### src/rtl/game_move_history_if.sv
// Move-history handshake bundle between the Sokoban game core (master)
// and the undo history LIFO (slave).
interface game_move_history_if #(parameter int ADDR_BITS = 4);
   logic                 push_valid;
   logic [1:0]           push_dir;
   logic                 push_box;
   logic                 undo_req;
   logic                 undo_valid;
   logic [1:0]           undo_dir;
   logic                 undo_box;
   logic                 undo_ack;
   logic                 step_inc;
   logic                 step_dec;
   logic [ADDR_BITS:0]   count;
   logic                 empty;
   logic                 full;

   modport master (
      output push_valid, push_dir, push_box, undo_req, undo_ack,
      input  undo_valid, undo_dir, undo_box, step_inc, step_dec, count, empty, full
   );

   modport slave (
      input  push_valid, push_dir, push_box, undo_req, undo_ack,
      output undo_valid, undo_dir, undo_box, step_inc, step_dec, count, empty, full
   );
endinterface

### src/rtl/game_move_history.sv
// Move-history LIFO for undo: records {dir, box} per move, pops on undo and
// emits step_inc/step_dec pulses to keep the step counter in lockstep.
//
// state  | meaning
// IDLE   | accepting pushes and undo requests
// REPLAY | popped record presented on undo_*, waiting for undo_ack
module game_move_history #(
   parameter int DEPTH     = 16,
   parameter int ADDR_BITS = 4
) (
   input logic               clk,
   input logic               rst,
   input logic               clr,
   game_move_history_if.slave bus
);
   typedef enum logic {IDLE, REPLAY} state_t;

   localparam logic [ADDR_BITS:0] DEPTH_C = (ADDR_BITS+1)'(DEPTH);

   logic [2:0]           mem [DEPTH];
   state_t               state, state_n;
   logic [ADDR_BITS-1:0] wp, wp_n, rd_addr;
   logic [ADDR_BITS:0]   count_q, count_n;
   logic                 valid_q, valid_n;
   logic [1:0]           dir_q, dir_n;
   logic                 box_q, box_n;
   logic                 inc_q, inc_n;
   logic                 dec_q, dec_n;
   logic                 empty_q, full_q;
   logic                 we;

   assign rd_addr = wp - ADDR_BITS'(1);

   always_comb begin
      state_n = state;
      wp_n    = wp;
      count_n = count_q;
      valid_n = valid_q;
      dir_n   = dir_q;
      box_n   = box_q;
      inc_n   = 1'b0;
      dec_n   = 1'b0;
      we      = 1'b0;
      case (state)
         IDLE: begin
            // push has priority; a full history overwrites its oldest entry
            if (bus.push_valid) begin
               we    = 1'b1;
               wp_n  = wp + ADDR_BITS'(1);
               inc_n = 1'b1;
               if (count_q != DEPTH_C)
                  count_n = count_q + (ADDR_BITS+1)'(1);
            end else if (bus.undo_req && count_q != '0) begin
               wp_n           = rd_addr;
               count_n        = count_q - (ADDR_BITS+1)'(1);
               {dir_n, box_n} = mem[rd_addr];
               valid_n        = 1'b1;
               dec_n          = 1'b1;
               state_n        = REPLAY;
            end
         end
         REPLAY: begin
            if (bus.undo_ack) begin
               valid_n = 1'b0;
               state_n = IDLE;
            end
         end
      endcase
   end

   always_ff @(posedge clk) begin
      if (rst || clr) begin
         state   <= IDLE;
         wp      <= '0;
         count_q <= '0;
         valid_q <= 1'b0;
         dir_q   <= '0;
         box_q   <= 1'b0;
         inc_q   <= 1'b0;
         dec_q   <= 1'b0;
         empty_q <= 1'b1;
         full_q  <= 1'b0;
      end else begin
         state   <= state_n;
         wp      <= wp_n;
         count_q <= count_n;
         valid_q <= valid_n;
         dir_q   <= dir_n;
         box_q   <= box_n;
         inc_q   <= inc_n;
         dec_q   <= dec_n;
         empty_q <= (count_n == '0);
         full_q  <= (count_n == DEPTH_C);
      end
   end

   always_ff @(posedge clk) begin
      if (we && !rst && !clr)
         mem[wp] <= {bus.push_dir, bus.push_box};
   end

   assign bus.undo_valid = valid_q;
   assign bus.undo_dir   = dir_q;
   assign bus.undo_box   = box_q;
   assign bus.step_inc   = inc_q;
   assign bus.step_dec   = dec_q;
   assign bus.count      = count_q;
   assign bus.empty      = empty_q;
   assign bus.full       = full_q;
endmodule
### src/flat_wrapper.sv
// flat-port wrapper written by rule: the top's interface ports become plain ports
module game_move_history_flat 
#(
   parameter int DEPTH     = 16,
   parameter int ADDR_BITS = 4
)
  (clk, rst, clr, bus_push_valid, bus_push_dir, bus_push_box, bus_undo_req, bus_undo_ack, bus_undo_valid, bus_undo_dir, bus_undo_box, bus_step_inc, bus_step_dec, bus_count, bus_empty, bus_full);
  game_move_history_if #(.ADDR_BITS(ADDR_BITS)) bus_i ();
  input logic clk;
  input logic rst;
  input logic clr;
  input wire logic [$bits(bus_i.push_valid)-1:0] bus_push_valid;
  input wire logic [$bits(bus_i.push_dir)-1:0] bus_push_dir;
  input wire logic [$bits(bus_i.push_box)-1:0] bus_push_box;
  input wire logic [$bits(bus_i.undo_req)-1:0] bus_undo_req;
  input wire logic [$bits(bus_i.undo_ack)-1:0] bus_undo_ack;
  output wire logic [$bits(bus_i.undo_valid)-1:0] bus_undo_valid;
  output wire logic [$bits(bus_i.undo_dir)-1:0] bus_undo_dir;
  output wire logic [$bits(bus_i.undo_box)-1:0] bus_undo_box;
  output wire logic [$bits(bus_i.step_inc)-1:0] bus_step_inc;
  output wire logic [$bits(bus_i.step_dec)-1:0] bus_step_dec;
  output wire logic [$bits(bus_i.count)-1:0] bus_count;
  output wire logic [$bits(bus_i.empty)-1:0] bus_empty;
  output wire logic [$bits(bus_i.full)-1:0] bus_full;
  assign bus_i.push_valid = bus_push_valid;
  assign bus_i.push_dir = bus_push_dir;
  assign bus_i.push_box = bus_push_box;
  assign bus_i.undo_req = bus_undo_req;
  assign bus_i.undo_ack = bus_undo_ack;
  assign bus_undo_valid = bus_i.undo_valid;
  assign bus_undo_dir = bus_i.undo_dir;
  assign bus_undo_box = bus_i.undo_box;
  assign bus_step_inc = bus_i.step_inc;
  assign bus_step_dec = bus_i.step_dec;
  assign bus_count = bus_i.count;
  assign bus_empty = bus_i.empty;
  assign bus_full = bus_i.full;
  game_move_history #(.DEPTH(DEPTH), .ADDR_BITS(ADDR_BITS)) u_core (.clk(clk), .rst(rst), .clr(clr), .bus(bus_i));
endmodule
### config.mk
export PLATFORM = sky130hd
export DESIGN_NAME = game_move_history_flat
export DESIGN_NICKNAME = d
export VERILOG_FILES = /design/src/rtl/game_move_history_if.sv /design/src/rtl/game_move_history.sv /design/src/flat_wrapper.sv
export SDC_FILE = /design/constraint.sdc
export NUM_CORES = 1
export LEC_CHECK = 0
export ABC_AREA = 1
export BUFFER_PORTS_ARGS = -buffer_cell sky130_fd_sc_hd__buf_2
export CAP_MARGIN = 20
export CORE_UTILIZATION = 59
export CTS_CLUSTER_DIAMETER = 60
export DETAILED_ROUTE_END_ITERATION = 8
export GPL_TIMING_DRIVEN = 0
export HOLD_SLACK_MARGIN = 0.05
export PLACE_DENSITY = 0.78
export SYNTH_ARGS = -nofsm -noshare
export SYNTH_HDL_FRONTEND = slang
export SYNTH_SLANG_ARGS = --single-unit
### constraint.sdc
create_clock -name clk -period 2.2 [get_ports clk]
set_input_delay 0.11 -clock clk [delete_from_list [all_inputs] [get_ports clk]]
set_output_delay 0.11 -clock clk [all_outputs]
set_load 0.05 [all_outputs]
==> out/metrics.csv, run 1 <==
stage,metric,value,unit
outcome,outcome,"finished, final reports clean",
routing,drt wl/cell,15.88,um
timing,worst max-slew margin expressed relative to the limit,63.28,%
layout,non-filler cells in the finished layout,417,
synthesis,count of yosys warnings during synthesis,0,
floorplanning,Die Wd,73.79,um
global_route,total track usage,27.26,%
timing,share of the clock period used by the worst path after layout,93.94,%
timing,worst hold-check slack,0.06247,ns
routing,met3 layer wire length in the routed design,421,um
floorplanning,Initial Util,62.71,%
worst_setup_path,critical path start-end classification,flip-flop to flip-flop,
synthesis,Gate Count Post-Synth,312,
routing,WL met1,3005,um
timing,worst-case setup margin in the final layout,0.1334,ns
layout,"most common cell after layout, fill and taps aside",sky130_fd_sc_hd__nor2_1,
flow_run,# Max-Cap Violations,0,
timing,unrepaired setup endpoints after global routing,no,
global_route,initial antenna violation count,0,
power,Worst VDD drop,0.5428,mV
synthesis,portion of the post-synthesis area used by sequential elements,59.26,%
timing,max-slew violations,0,
global_route,remaining global-route overflow,0,
clock_network,"Clk pin slew, worst setup/hold paths",0.07,ns
synthesis,synthesized net count,328,
clock_network,number of H-tree levels,3,
floorplanning,number of placement rows,25,
routing,ANT nets after route,0,
clock_network,clock tree root buffer cell,sky130_fd_sc_hd__clkbuf_8,
routing,detail-routed via count per cell,5.607,
timing,post-route minimum period,2.067,ns
clock_network,clock tree from TritonCTS,yes,
layout,number of diodes added for antenna fixing,0,
placed_design,routability cong.,0.9016,
timing,aggregate negative setup slack,0,ns
timing,Worst Max-Slew Pin Slew,0.5509,ns
worst_setup_path,highest fanout seen on the critical path,12,
hold_path,critical hold path startpoint,clr,
placed_design,number of buffers added on ports,21,
routing,drt first-iter violations,154,
clock_network,number of buffers on the longest clock path,2,
routing,count of TritonRoute iterations in the first routing pass,5,
worst_setup_path,Reg-to-Reg Start,u_core.wp[0],
power,Static Leakage,1.389,nW
routing,via count,2338,
global_route,via count of the first global-routing pass,2175,
synthesis,post-synthesis cell type count,29,
clock_network,clock sink count,66,
placed_design,HPWL after DPL,4480,um
timing,number of hold violations in the final report,0,
timing,Clock Skew,0.004376,ns
synthesis,syn avg cell area,9.745,um^2
routing,WL final,6620,um
worst_setup_path,CP Data Arrival Time,2.36,ns
floorplanning,total I/O pin count,22,
layout,end-of-flow core utilization,71.66,%
layout,count of nets after finishing,361,
timing,Final setup violation count,0,
global_route,pin count of the biggest net entering global routing,17,
power,Cell Pwr Density,771.2,nW/um^2
floorplanning,Die Y,73.79,um
hold_path,Hold Crit Class,input port to flip-flop,
synthesis,cell area after synthesis,3040,um^2
worst_setup_path,Worst Setup SP,u_core.wp[0],
worst_setup_path,Setup crit start kind,flip-flop,
routing,top layer reached by signal wires,met4,
clock_network,clock buffers created by TritonCTS,9,
placed_design,placed cells,400,
worst_setup_path,Critical Path Sink Type,flip-flop,
clock_network,Worst-Skew Late Latency,0.34,ns
layout,area overhead of the layout relative to synthesis,14.28,%
global_route,first-pass GRT wire length,10430,um
floorplanning,core area,4848,um^2
worst_setup_path,required time of the critical path,2.49,ns
routing,DRC viols,0,
floorplanning,Die ar.,5444,um^2
layout,"commonest cells after routing, fill and taps aside","sky130_fd_sc_hd__nor2_1, sky130_fd_sc_hd__nand2_1, sky130_fd_sc_hd__edfxtp_1",
layout,layout cell share with drive strength beyond 1,17.43,%
timing,Fmax achieved,483.9,MHz
routing,detailed-routed wire length on met2,3086,um
synthesis,"FF+latch count, synth",66,
placed_design,setup slack after placement,-0.2870,ns
cells in the mapped netlist:
library cell                n  share of area, %
sky130_fd_sc_hd__nand3_2    3              0.99
sky130_fd_sc_hd__a211oi_1   2              0.49
sky130_fd_sc_hd__or2_2      1              0.21
sky130_fd_sc_hd__nor2_1    59               7.3
sky130_fd_sc_hd__buf_2      6              0.99
sky130_fd_sc_hd__a221oi_1   1              0.29
sky130_fd_sc_hd__buf_4      1              0.25
sky130_fd_sc_hd__o22ai_1    1              0.21
sky130_fd_sc_hd__o211ai_1  10               2.5
sky130_fd_sc_hd__inv_1     27               3.3
sky130_fd_sc_hd__nand4_1    2              0.41
sky130_fd_sc_hd__inv_2      3              0.37
sky130_fd_sc_hd__edfxtp_1  48                47
sky130_fd_sc_hd__clkbuf_1   2              0.25
sky130_fd_sc_hd__nand2_1   48               5.9
sky130_fd_sc_hd__ha_1       7               2.9
sky130_fd_sc_hd__nand3_1   21               3.5
sky130_fd_sc_hd__a21oi_2    1              0.29
sky130_fd_sc_hd__xor2_2     2               1.1
sky130_fd_sc_hd__buf_1      1              0.12
sky130_fd_sc_hd__nand2_2    1              0.21
sky130_fd_sc_hd__nor3_2     1              0.33
sky130_fd_sc_hd__xor2_1     3              0.86
sky130_fd_sc_hd__nor2_8     1              0.66
sky130_fd_sc_hd__o21ai_0   29               4.8
sky130_fd_sc_hd__dfxtp_1   18                12
sky130_fd_sc_hd__o221ai_1   2              0.58
sky130_fd_sc_hd__a21oi_1    8               1.3
sky130_fd_sc_hd__o21a_1     3              0.74
report_power, final:
part	total (mW)	internal, mW	switching [mW]
sequential	1.36	1.35	0.0135
combinational	0.332	0.106	0.227
clock	0.988	0.520	0.468
worst paths after layout:
| path | slack [ns] | cells after the start | end |
|---|---|---|---|
| max | 0.13 | 11 | u_core.bus.undo_box |
| min reg2reg | 0.47 | 2 | u_core.bus.undo_valid |
| max reg2reg | 0.13 | 11 | u_core.bus.undo_box |
| min | 0.06 | 3 | u_core.bus.empty |
repair_timing:
item / CTS / global route
hold buffers: 1 / 0
endpoints found under the setup margin: 3 / 3
pin swaps: 0 / 1
gates resized for setup: 7 / 5
hold endpoints to repair: 2 / 0
buffers inserted: 0 / 0
area by class of cell:
class / count / area, um^2
fill: 373 / 1374
inverter: 30 / 112.6
tap: 67 / 83.83
sequential: 66 / 1803
timing repair buffer: 22 / 115.1
buffer: 10 / 65.06
multi-input combinational: 206 / 1101
clock buffer: 9 / 123.9
clock inverter: 7 / 70.07
kinds of logic (layout without fill, tap and decap cells):
family / after synthesis / after routing / synth area share, %
buffers and inverters: 40 / 78 / 5.309
adder cells (fa/ha/maj): 7 / 7 / 2.881
AO/OA/AOI/OAI: 57 / 57 / 11.15
XOR/XNOR: 5 / 5 / 1.934
flip-flops: 66 / 66 / 59.26
AND/OR/NAND/NOR: 137 / 137 / 19.47
per-layer routing:
metal	up-vias	track usage, %
li1	1135	-
met1	1105	36.21
met2	87	41.18
met3	11	6.584
met4	0	14.96
met5	-	0
stage by stage:
stage                     instance area (um^2)  power, mW
after floorplan                           3040      1.602
after CTS                                 3448      2.673
after global placement                    3229      1.686
after global routing                      3475      2.768
final                                     3475      2.680
after detailed placement                  3229      1.692
worst max-delay path, cell delays in order, from the launching register on:
cell	delay (ns)
sky130_fd_sc_hd__dfxtp_2	0.34
sky130_fd_sc_hd__buf_6	0.14
sky130_fd_sc_hd__inv_2	0.12
sky130_fd_sc_hd__buf_4	0.22
sky130_fd_sc_hd__ha_1	0.29
sky130_fd_sc_hd__xor2_4	0.29
sky130_fd_sc_hd__inv_2	0.13
sky130_fd_sc_hd__o211ai_1	0.15
sky130_fd_sc_hd__nand3_1	0.14
sky130_fd_sc_hd__nand3_1	0.10
sky130_fd_sc_hd__nand2_1	0.05
sky130_fd_sc_hd__inv_1	0.04
sequential cells by signal (all words and copies together), names as in the netlist:
register               count
u_core.bus.count           5
u_core.bus.empty           1
u_core.bus.full            1
u_core.bus.step_dec        1
u_core.bus.step_inc        1
u_core.bus.undo_box        1
u_core.bus.undo_dir        2
u_core.bus.undo_valid      1
u_core.mem                48
u_core.state               1
u_core.wp                  4
Power figures use the tool's default switching activity.
==> run 2, diff against run 1 <==
--- a/config.mk
+++ b/config.mk
@@ -8,12 +8,14 @@
 export ABC_AREA = 1
 export BUFFER_PORTS_ARGS = -buffer_cell sky130_fd_sc_hd__buf_2
 export CAP_MARGIN = 20
-export CORE_UTILIZATION = 59
+export CELL_PAD_IN_SITES_DETAIL_PLACEMENT = 0
+export CELL_PAD_IN_SITES_GLOBAL_PLACEMENT = 2
+export CORE_UTILIZATION = 38
 export CTS_CLUSTER_DIAMETER = 60
 export DETAILED_ROUTE_END_ITERATION = 8
 export GPL_TIMING_DRIVEN = 0
 export HOLD_SLACK_MARGIN = 0.05
-export PLACE_DENSITY = 0.78
+export PLACE_DENSITY_LB_ADDON = 0.1
 export SYNTH_ARGS = -nofsm -noshare
 export SYNTH_HDL_FRONTEND = slang
 export SYNTH_SLANG_ARGS = --single-unit
==> run 2 against run 1 <==
  * Combinational power increased by 4%
  * Global-route usage decreased by 8.2 points
  * Utilization decreased by 26 points
  * Highest routed layer unchanged
  * Register-to-register slack about the same
  * Critical endpoint is now u_core.bus.undo_dir[1]
  * Via count decreased by 3.8%
  * Design area increased by 1.7%
  * Setup slack improved by 0.0070 ns
==> out/metrics.csv, run 2 (same netlist as run 1, synthesis figures left out) <==
stage,metric,value,unit,change
timing,unrepaired setup endpoints after global routing,no,,
routing,DRC viols,0,,unchanged
layout,layout cell share with drive strength beyond 1,17.66,%,+0.24 points
timing,aggregate negative setup slack,0,ns,unchanged
timing,Clock Skew,0.009926,ns,+0.005551 ns
hold_path,WHS Endpoint,u_core.bus.empty,,
layout,fill cell count,767,,+110%
power,Static Leakage,1.387,nW,-0.14%
placed_design,instance area at placement,3273,um^2,+1.4%
timing,share of the clock period used by the worst path after layout,93.62,%,-0.32 points
clock_network,clock buffers created by TritonCTS,9,,unchanged
global_route,initial antenna violation count,0,,unchanged
flow_run,# Max-Cap Violations,0,,unchanged
power,NetSw,732.3,uW,+3.4%
worst_setup_path,critical path start-end classification,flip-flop to flip-flop,,
clock_network,number of H-tree levels,3,,unchanged
clock_network,number of buffers on the longest clock path,2,,unchanged
placed_design,HPWL after DPL,5257,um,+17%
routing,WL final,7234,um,+9.3%
timing,Final setup violation count,0,,unchanged
layout,Biggest register,u_core.mem,,
power,relative contribution of combinational cells to total power,12.7,%,+0.3 points
worst_setup_path,Worst Setup SP,u_core.wp[0],,
worst_setup_path,Crit-path slowest cell,sky130_fd_sc_hd__dfxtp_2,,
timing,worst max-slew margin expressed relative to the limit,60.11,%,-3.2 points
global_route,total track usage,19.06,%,-8.2 points
global_route,via count of the first global-routing pass,2173,,-0.092%
worst_setup_path,Setup crit start kind,flip-flop,,
floorplanning,Die ar.,8363,um^2,+54%
routing,drt first-iter violations,113,,-27%
global_route,remaining global-route overflow,0,,unchanged
worst_setup_path,Reg-to-Reg Start,u_core.wp[0],,
outcome,outcome,"finished, final reports clean",,
clock_network,Worst-Skew Late Latency,0.35,ns,about the same
floorplanning,number of placement rows,32,,+28%
floorplanning,total I/O pin count,22,,unchanged
global_route,first-pass GRT wire length,11680,um,+12%
timing,post-route minimum period,2.060,ns,-0.006964 ns
global_route,pin count of the biggest net entering global routing,17,,unchanged
worst_setup_path,worst setup slack for register-to-register paths,0.14,ns,about the same
placed_design,number of buffers added on ports,21,,unchanged
power,switching fraction of total power,26.98,%,+0.56 points
layout,number of flip-flops in the largest register,48,,unchanged
clock_network,clock tree from TritonCTS,yes,,
layout,number of diodes added for antenna fixing,0,,unchanged
worst_setup_path,Max stage delay on crit path,0.36,ns,+0.02 ns
hold_path,critical hold path startpoint,clr,,
timing,Worst Max-Slew Pin Slew,0.5961,ns,+0.04525 ns
routing,drt wl/cell,15.97,um,+0.59%
worst_setup_path,Critical Path Sink Type,flip-flop,,
layout,count of nets after finishing,362,,+0.28%
power,final total power,2.714,mW,+1.3%
layout,"most common cell after layout, fill and taps aside",sky130_fd_sc_hd__nor2_1,,
routing,via count,2249,,-3.8%
clock_network,clock sink count,66,,unchanged
power,Worst VDD drop,0.2958,mV,-46%
layout,Layout Cell Area excl Fill,3533,um^2,+1.7%
routing,ANT nets after route,0,,unchanged
routing,count of TritonRoute iterations in the first routing pass,5,,unchanged
floorplanning,Die Wd,91.45,um,+24%
placed_design,routability cong.,0.7516,,-17%
routing,detail-routed via count per cell,4.965,,-11%
timing,max-slew violations,0,,unchanged
clock_network,clock tree root buffer cell,sky130_fd_sc_hd__clkbuf_8,,
worst_setup_path,required time of the critical path,2.50,ns,about the same
power,internal cell power,1.982,mW,+0.52%
floorplanning,core area,7727,um^2,+59%
worst_setup_path,number of cells on the worst reg-to-reg path,11,,unchanged
clock_network,"Clk pin slew, worst setup/hold paths",0.08,ns,about the same
hold_path,Cells on Worst Hold Path,3,,unchanged
layout,area overhead of the layout relative to synthesis,16.21,%,
worst_setup_path,cells along the critical path,"buf_6, inv_2, buf_4, ha_4, buf_4, o21ai_0, o211ai_1, nand3_1, nand3_1, nand2_1, inv_1",,
floorplanning,Die Y,91.45,um,+24%
worst_setup_path,capture point of the worst reg-to-reg path,u_core.bus.undo_dir[1],,
timing,number of hold violations in the final report,0,,unchanged
power,share of total power in the clock network,37.3,%,+0.4 points
layout,"commonest cells after routing, fill and taps aside","sky130_fd_sc_hd__nor2_1, sky130_fd_sc_hd__nand2_1, sky130_fd_sc_hd__edfxtp_1",,
timing,Fmax achieved,485.5,MHz,+0.34%
power,Cell Pwr Density,768.2,nW/um^2,-0.40%
floorplanning,Initial Util,39.35,%,-23 points
power,register share of total power,50.1,%,-0.6 points
worst_setup_path,CP Data Arrival Time,2.36,ns,about the same
worst_setup_path,highest fanout seen on the critical path,12,,unchanged
hold_path,Hold Crit Class,input port to flip-flop,,
-- run 2: stage by stage --
step                      setup slack [ns]  std cells  utilization (%)  hold WS [ns]
after floorplan                     0.2356        312                -        0.2089
after global placement             -0.5628        435            42.36        0.3304
after detailed placement           -0.6264        435            42.36        0.3383
after CTS                         0.008637        453            45.58       0.09862
after global routing              0.001580        453            45.73        0.1126
final                               0.1404        453            45.73       0.09417
-- run 2: worst max-delay path by stage --
stage               slack, ns                endpoint  depth (start not counted)
floorplan                0.24  u_core.bus.undo_dir[0]                         12
global placement        -0.56  u_core.bus.undo_dir[0]                         11
finish                   0.14  u_core.bus.undo_dir[1]                         11
global route            0.002     u_core.bus.undo_box                         11
detailed placement      -0.63  u_core.bus.undo_dir[0]                         11
CTS                     0.009     u_core.bus.undo_box                         11
-- run 2: cell type report --
| type | instances | area [um^2] | share of cell area (%) |
|---|---|---|---|
| buffer | 10 | 68.82 | 1.948 |
| clock buffer | 10 | 127.6 | 3.612 |
| clock inverter | 6 | 67.56 | 1.912 |
| inverter | 30 | 112.6 | 3.187 |
| multi-input combinational | 206 | 1104 | 31.23 |
| sequential | 66 | 1803 | 51.03 |
| tap | 102 | 127.6 | 3.612 |
| timing repair buffer | 23 | 122.6 | 3.470 |
-- run 2: power groups by stage --
stage,Sequential (mW),Clock [mW],Combinational (mW)
2_1_floorplan,1.41,0,0.195
3_3_place_gp,1.39,0,0.327
3_5_place_dp,1.39,0,0.326
4_1_cts,1.36,1.03,0.344
5_1_grt,1.36,1.09,0.383
6_report,1.36,1.01,0.344
-- run 2: routing by layer --
layer | share of wire, % | track usage [%] | vias to the layer above
li1 | - | - | 1137
met1 | 47 | 25.41 | 1065
met2 | 48 | 30.26 | 36
met3 | 3.6 | 4.690 | 11
met4 | 1.4 | 6.349 | 0
met5 | 0 | 0 | -
-- run 2: what timing repair did --
item | in CTS | in global routing
resized for setup | 10 | 5
setup buffers | 1 | 0
endpoints found under the setup margin | 5 | 3
pin swaps | 0 | 0
hold buffers | 1 | 0
cloned | 0 | 0
endpoints found under the hold margin | 2 | 0
-- run 2: worst max-delay path, delay by kind of cell, from the launching register on --
family / cells / cell delay, ns
buf+inv: 5 / 0.68
fa+ha+maj: 1 / 0.33
simple gates: 3 / 0.30
compound gates: 2 / 0.34
flops: 1 / 0.36
